[src/rtl/mips_pkg.sv]
// Shared types and constants for the MIPS core memory-stage blocks.
package mips_pkg;

    typedef enum logic [1:0] {
        IDLE = 2'd0,
        REQ  = 2'd1,
        DONE = 2'd2
    } dmem_state_t;

    // Number of low address bits that must be zero for a word access.
    localparam int unsigned ALIGN_W = 2;

endpackage

[src/rtl/dmem_ctrl.sv]
// M-stage data-memory responder: bridges pipeline loads/stores to a slow
// backing memory over req/ready, stalling the pipeline while outstanding.
module dmem_ctrl
    import mips_pkg::*;
#(
    parameter int unsigned AW      = 32,
    parameter int unsigned DW      = 32,
    parameter int unsigned TIMEOUT = 16
) (
    input  logic          clk,
    input  logic          reset,
    input  logic          memreadM,
    input  logic          memwriteM,
    input  logic [AW-1:0] aluoutM,
    input  logic [DW-1:0] writedataM,
    output logic [DW-1:0] readdataM,
    output logic          stallM,
    output logic          bus_err,
    output logic          mem_req,
    output logic          mem_we,
    output logic [AW-1:0] mem_addr,
    output logic [DW-1:0] mem_wdata,
    input  logic          mem_ready,
    input  logic [DW-1:0] mem_rdata
);

    localparam int unsigned CW = (TIMEOUT > 1) ? $clog2(TIMEOUT) : 1;

    dmem_state_t              state;
    logic [CW-1:0]            cnt;
    logic [AW-1:ALIGN_W]      addrReg;
    logic [DW-1:0]            wdataReg;
    logic [DW-1:0]            rdataReg;
    logic                     weReg;
    logic                     req;
    logic                     aligned;

    assign req     = memreadM | memwriteM;
    assign aligned = (aluoutM[ALIGN_W-1:0] == ALIGN_W'(0));

    // Stall is gated by reset so the pipeline is released the moment reset lands.
    assign stallM    = reset & (((state == IDLE) & req & aligned) | (state == REQ));
    assign mem_req   = (state == REQ);
    assign mem_we    = (state == REQ) & weReg;
    assign mem_addr  = {addrReg, ALIGN_W'(0)};
    assign mem_wdata = wdataReg;
    assign readdataM = (state == DONE) ? rdataReg : DW'(0);

    always_ff @(posedge clk or negedge reset) begin
        if (!reset) begin
            state    <= IDLE;
            cnt      <= '0;
            addrReg  <= '0;
            wdataReg <= '0;
            rdataReg <= '0;
            weReg    <= 1'b0;
            bus_err  <= 1'b0;
        end else begin
            case (state)
                IDLE: begin
                    if (req) begin
                        if (aligned) begin
                            addrReg  <= aluoutM[AW-1:ALIGN_W];
                            wdataReg <= writedataM;
                            weReg    <= memwriteM;
                            cnt      <= '0;
                            state    <= REQ;
                        end
                        // Misaligned, or conflicting read+write (serviced as a write).
                        if (!aligned || (memreadM && memwriteM)) begin
                            bus_err <= 1'b1;
                        end
                    end
                end
                REQ: begin
                    if (mem_ready) begin
                        rdataReg <= weReg ? DW'(0) : mem_rdata;
                        state    <= DONE;
                    end else if (cnt == CW'(TIMEOUT - 1)) begin
                        bus_err  <= 1'b1;
                        rdataReg <= '0;
                        state    <= DONE;
                    end else begin
                        cnt <= cnt + CW'(1);
                    end
                end
                DONE: begin
                    state <= IDLE;
                end
                default: begin
                    state <= IDLE;
                end
            endcase
        end
    end

endmodule

[config.mk]
export PLATFORM = sky130hd
export DESIGN_NAME = dmem_ctrl
export DESIGN_NICKNAME = d
export VERILOG_FILES = /design/src/rtl/mips_pkg.sv /design/src/rtl/dmem_ctrl.sv
export SDC_FILE = /design/constraint.sdc
export NUM_CORES = 1
export LEC_CHECK = 0
export ABC_AREA = 1
export CAP_MARGIN = 25
export CORE_ASPECT_RATIO = 0.7
export CORE_UTILIZATION = 40
export DETAILED_ROUTE_END_ITERATION = 8
export PLACE_DENSITY = 0.78
export REMOVE_ABC_BUFFERS = 1
export SYNTH_ARGS = -nofsm -noshare
export SYNTH_HDL_FRONTEND = slang
export SYNTH_SLANG_ARGS = --single-unit
[constraint.sdc]
create_clock -name clk -period 3 [get_ports clk]
set_clock_uncertainty 0.1 [all_clocks]
set_input_delay 0.45 -clock clk [delete_from_list [all_inputs] [get_ports clk]]
set_output_delay 0.45 -clock clk [all_outputs]
set_load 0.01 [all_outputs]
# ---- Word-level counts from Yosys, hierarchy flattened
# Index checks and enable logic that the tools add are counted.
dict set report totals {
  register_bits 102
  in_bits 101
  out_inout_bits 100
  elab_cells 55
}
dict set report op_classes {
  addsub 1
  n_eq_ne 10
  n_mux 19
  bitwise 6
  n_reduce_logical 12
}
# op n
set ops {}
lappend ops {{32-bit two-way mux} 4}
lappend ops {{4-bit two-way mux} 4}
lappend ops {{5-bit AND reduction} 2}
lappend ops {{2-bit two-way mux} 4}
lappend ops {{2-bit inequality test (second input constant)} 4}
lappend ops {{4-bit case mux with 2 select lines} 1}
lappend ops {{3-bit AND reduction} 2}
lappend ops {{4-bit by 1-bit adder with 4-bit output (second input constant)} 1}
lappend ops {{1-bit bitwise AND} 4}
lappend ops {{4-bit equality test (second input constant)} 1}
lappend ops {{2-bit logical NOT} 2}
lappend ops {{1-bit two-way mux} 4}
lappend ops {{2-bit by 1-bit inequality test with 1-bit output (second input constant)} 2}
lappend ops {{2-bit case mux with 2 select lines} 1}
lappend ops {{2-bit nonzero test} 2}
lappend ops {{3-bit by 1-bit inequality test with 1-bit output (second input constant)} 1}
lappend ops {{2-bit by 1-bit equality test with 1-bit output (second input constant)} 1}
lappend ops {{2-bit equality test (second input constant)} 1}
lappend ops {{1-bit bitwise OR} 2}
lappend ops {{1-bit case mux with 2 select lines} 1}
lappend ops {{2-bit AND reduction} 1}
lappend ops {{1-bit logical AND} 1}
lappend ops {{1-bit logical NOT} 1}
lappend ops {{1-bit logical OR} 1}

# ---- Depth between registers and ports, before layout
dict set report logic_depth {
  ltp_word 6
  mapped_depth 7
  mapped_depth_nobuf 6
}

# ---- Worst setup path after synthesis
# OpenSTA, ideal clock, no wires.
dict set report synth_timing {
  kind {input-to-output}
  start {in aluoutM[1]}
  end {out stallM}
  arrival_time_ps 1220
  t_required_ps 2450
  setup_slack_ps 1230
  cell_stages 4
  n_path_buf 1
  path_cell_list {nor2_1 > nand3_4 > buf_6 > a21boi_0}
}
dict set report synth_between {
  elab_chain_cells 4
}
# element line_no
set synth_lines {}
lappend synth_lines {{start: declaration} dmem_ctrl.sv:14} ;# input logic [AW-1:0] aluoutM,
lappend synth_lines {{2-bit logical NOT} dmem_ctrl.sv:39} ;# assign aligned = (aluoutM[ALIGN_W-1:0] == ALIGN_W'(0));
lappend synth_lines {{1-bit bitwise AND} dmem_ctrl.sv:42} ;# assign stallM = reset & (((state == IDLE) & req & aligned) | (state == REQ));
lappend synth_lines {{1-bit bitwise OR} dmem_ctrl.sv:42}
lappend synth_lines {{1-bit bitwise AND} dmem_ctrl.sv:42}
lappend synth_lines {{end: declaration} dmem_ctrl.sv:17} ;# output logic stallM,
# No other way between the ends.

# ---- Worst setup path after layout
dict set report layout_timing {
  start {in memwriteM}
  end {out stallM}
}
dict set report layout_between {
  elab_chain_cells 5
}
# element line_no
set layout_lines {}
lappend layout_lines {{start: declaration} dmem_ctrl.sv:13} ;# input logic memwriteM,
lappend layout_lines {{1-bit bitwise OR} dmem_ctrl.sv:38} ;# assign req = memreadM | memwriteM;
lappend layout_lines {{1-bit bitwise AND (2 in a row)} dmem_ctrl.sv:42}
lappend layout_lines {{1-bit bitwise OR} dmem_ctrl.sv:42}
lappend layout_lines {{1-bit bitwise AND} dmem_ctrl.sv:42}
# No other way between the ends.

==> impl_metrics.env <==
export IMPL_max_freq_mhz=399
export IMPL_layout_cells_most_common_list="clkdlybuf4s50_1, inv_1, dfrtp_1, nand2_1, o21ai_0"
export IMPL_worst_skew_pair_late_latency_ns=0.33
export IMPL_first_global_vias=3628
export IMPL_std_cell_rows=31
export IMPL_final_setup_tns_ns=0
export IMPL_main_combinational_cell_family_by_area_after_synthesis="buffers and inverters"
export IMPL_crit_path_cell_trace="clkdlybuf4s50_1, inv_1, nand2_1, nand3_4, a21boi_0, clkdlybuf4s50_1"
export IMPL_finalHoldViolations=0
export IMPL_synth_top_cell_area_share=0.575
export IMPL_synth_area_leader_cell="dfrtp_1"
export IMPL_muxShareOfSynthArea=0
export IMPL_fin_ws_ns=0.496
export IMPL_synth_compound_area_frac=0.134
export IMPL_synth_seq_area_share=0.575
export IMPL_dr_first_iter_drc_count=159
export IMPL_grt_util_met3=0.0482
export IMPL_area_delta_synth_final_pct=52.6
export IMPL_pin_count_of_the_biggest_net_entering_global_routing=132
export IMPL_timing_critical_path_from_type="input port"
export IMPL_syn_mean_instance_area_um2=8.95
export IMPL_clock_transition_at_the_registers_of_the_reported_paths_ns=0.06
export IMPL_critical_path_max_fanout=2
export IMPL_placement_setup_worst_slack_ns=0.400
export IMPL_p_per_area_nw_per_um2=658
export IMPL_ios=201
export IMPL_report_final_slew_viol_count=0
export IMPL_crit_path_max_incr_delay_ns=0.58
export IMPL_antenna_diode_count=0
export IMPL_worst_pin_slew_ns=0.842
export IMPL_worstHoldPathType="in -> async"
export IMPL_worst_ir_drop_vdd_v=0.000320
export IMPL_floorplan_die_height_um=90.1
export IMPL_utilization=0.642
export IMPL_criticalPathCategory="in -> out"
export IMPL_grt_setup_unrepaired="no"
export IMPL_drv_cap=0
export IMPL_synthesis_instances=496
export IMPL_critPathMostFrequentCell="clkdlybuf4s50_1"
export IMPL_final_min_clock_period_ns=2.50
export IMPL_setup_viol_count_final=0
export IMPL_final_seq_area_um2=2550
export IMPL_fraction_of_final_layout_cells_sized_beyond_drive_strength_1=0.0564
export IMPL_finalWeightedCongestion=0.758
export IMPL_grt_most_used_layer="met2"
export IMPL_ant_nets=0
export IMPL_chipWidth_um=128
export IMPL_tritoncts="done"
export IMPL_grt_total_usage=0.189
export IMPL_postCtsSetupBuffers=0
export IMPL_dp_final_hpwl_um=7690
export IMPL_design_die_area_um2=11500
export IMPL_maximum_buffer_depth_of_the_clock_tree=2
export IMPL_cts_max_level=3
export IMPL_endpoint_kind="output port"
export IMPL_core_region_area_um2=10600
export IMPL_cts_buffers_inserted=9
export IMPL_globalRoute_totalOverflow=0
export IMPL_post_drt_via_cell_ratio=4.39
export IMPL_grt_met1_usage=0.255
export IMPL_synthesis_yosys_warnings=0
export IMPL_synthDistinctLibCells=23
export IMPL_layout_worst_path_cycle_share=0.835
export IMPL_cts_hold_buf=0
export IMPL_num_vias=3685
export IMPL_port_bufs=198
export IMPL_arrival_ns=1.95
export IMPL_initial_core_util=0.421
export IMPL_remaining_drc_errors=0
export IMPL_area_of_the_multi_input_gates_um2=1180
export IMPL_nFillCells=880
export IMPL_number_of_synthesized_register_bits=102
export IMPL_drt_first_pass_iters=4
export IMPL_layout_cells_most_common="clkdlybuf4s50_1"
export IMPL_leakage_nw=3.32
export IMPL_netlist_area_um2=4440
export IMPL_required_ns=2.45
export IMPL_wire_length_of_the_first_global_routing_pass_um=17400
export IMPL_synthSimpleGateAreaFrac=0.125
export IMPL_grtUsageMet2=0.301
export IMPL_antenna_found_initial=0
export IMPL_postRouteWirelength_um=10500
export IMPL_outcome="completed"
export IMPL_cts_sink_count=102
export IMPL_cts_root_buffer="clkbuf_16"
export IMPL_post_synth_xor_area_fraction=0.00197
export IMPL_timing_max_slew_rel_slack=0.437
export IMPL_routedWlPerCell_um=12.5
export IMPL_synthAdderAreaFrac=0.00282
export IMPL_post_cts_resized=0
export IMPL_finish_net_count=788
export IMPL_largest_cells_by_area_after_synthesis="dfrtp_1, inv_1, nand2_1"
export IMPL_cpMaxStageDelayCell="clkdlybuf4s50_1"
critical path, delay by kind of cell:
family          cells  cell delay [ns]
simple gates        2             0.19
compound gates      1             0.19
buf+inv             3             1.12
logic make-up after synthesis:
kind of cell | Yosys count
xor+xnor | 1
simple gates | 133
other cells | 1
fa+ha+maj | 1
compound gates | 98
flops | 102
buf+inv | 160
worst paths after layout:
| check | from | slack [ns] | depth (start not counted) | endpoint |
|---|---|---|---|---|
| min | reset | 0.12 | 2 | mem_wdata[13] |
| max reg2reg | cnt[0] | 1.04 | 4 | rdataReg[22] |
| max in group asynchronous | reset | 1.58 | 3 | rdataReg[1] |
| min in group clk | bus_err | 0.37 | 2 | bus_err |
| max | memwriteM | 0.50 | 6 | stallM |
| min reg2reg | bus_err | 0.37 | 2 | bus_err |
per-layer routing:
| metal | share of wire | routed length [um] |
|---|---|---|
| met5 | 0 | 0 |
| met1 | 0.46 | 4820 |
| met3 | 0.054 | 572 |
| met2 | 0.47 | 4940 |
| met4 | 0.017 | 177 |
cell type report:
cell class	count	area share
well taps	148	0.0273
multi-input cells	235	0.174
flip-flops and latches	102	0.377
clock inverters	3	0.00997
repair buffers	203	0.301
inverters	135	0.0748
clock buffers	13	0.0369
report_power, final:
group,total [mW],internal (mW),switching [mW]
combinational,1.31,0.710,0.601
clock,1.23,0.755,0.476
sequential,1.91,1.74,0.172
total,4.46,3.21,1.25
cell usage after synthesis, drive strengths merged:
| cell | number |
|---|---|
| o21ai | 64 |
| o22ai | 32 |
| nand2 | 81 |
| dfrtp | 102 |
| clkbuf | 5 |
| ha | 1 |
| nand4 | 1 |
| conb | 1 |
| xnor2 | 1 |
| nand3 | 11 |
| buf | 20 |
| a21boi | 1 |
| nor2 | 40 |
| inv | 135 |
| a21oi | 1 |
flip-flops by register name, summed over array words and instances, names as in the netlist:
signal,flops
weReg,1
addrReg,30
rdataReg,32
bus_err,1
cnt,4
mem_wdata,32
state,2
through the flow:
| stage | cell area [um2] | instances | power (mW) | hold slack (ns) |
|---|---|---|---|---|
| 2_1_floorplan | 4240 | 472 | 2.47 | 0.0544 |
| 3_3_place_gp | 6430 | 822 | 3.20 | 0.352 |
| 3_5_place_dp | 6430 | 822 | 3.25 | 0.358 |
| 4_1_cts | 6750 | 838 | 4.50 | 0.140 |
| 5_1_grt | 6780 | 839 | 4.72 | 0.175 |
| 6_report | 6780 | 839 | 4.46 | 0.119 |
Note: power is estimated with default switching activity, not from simulation.
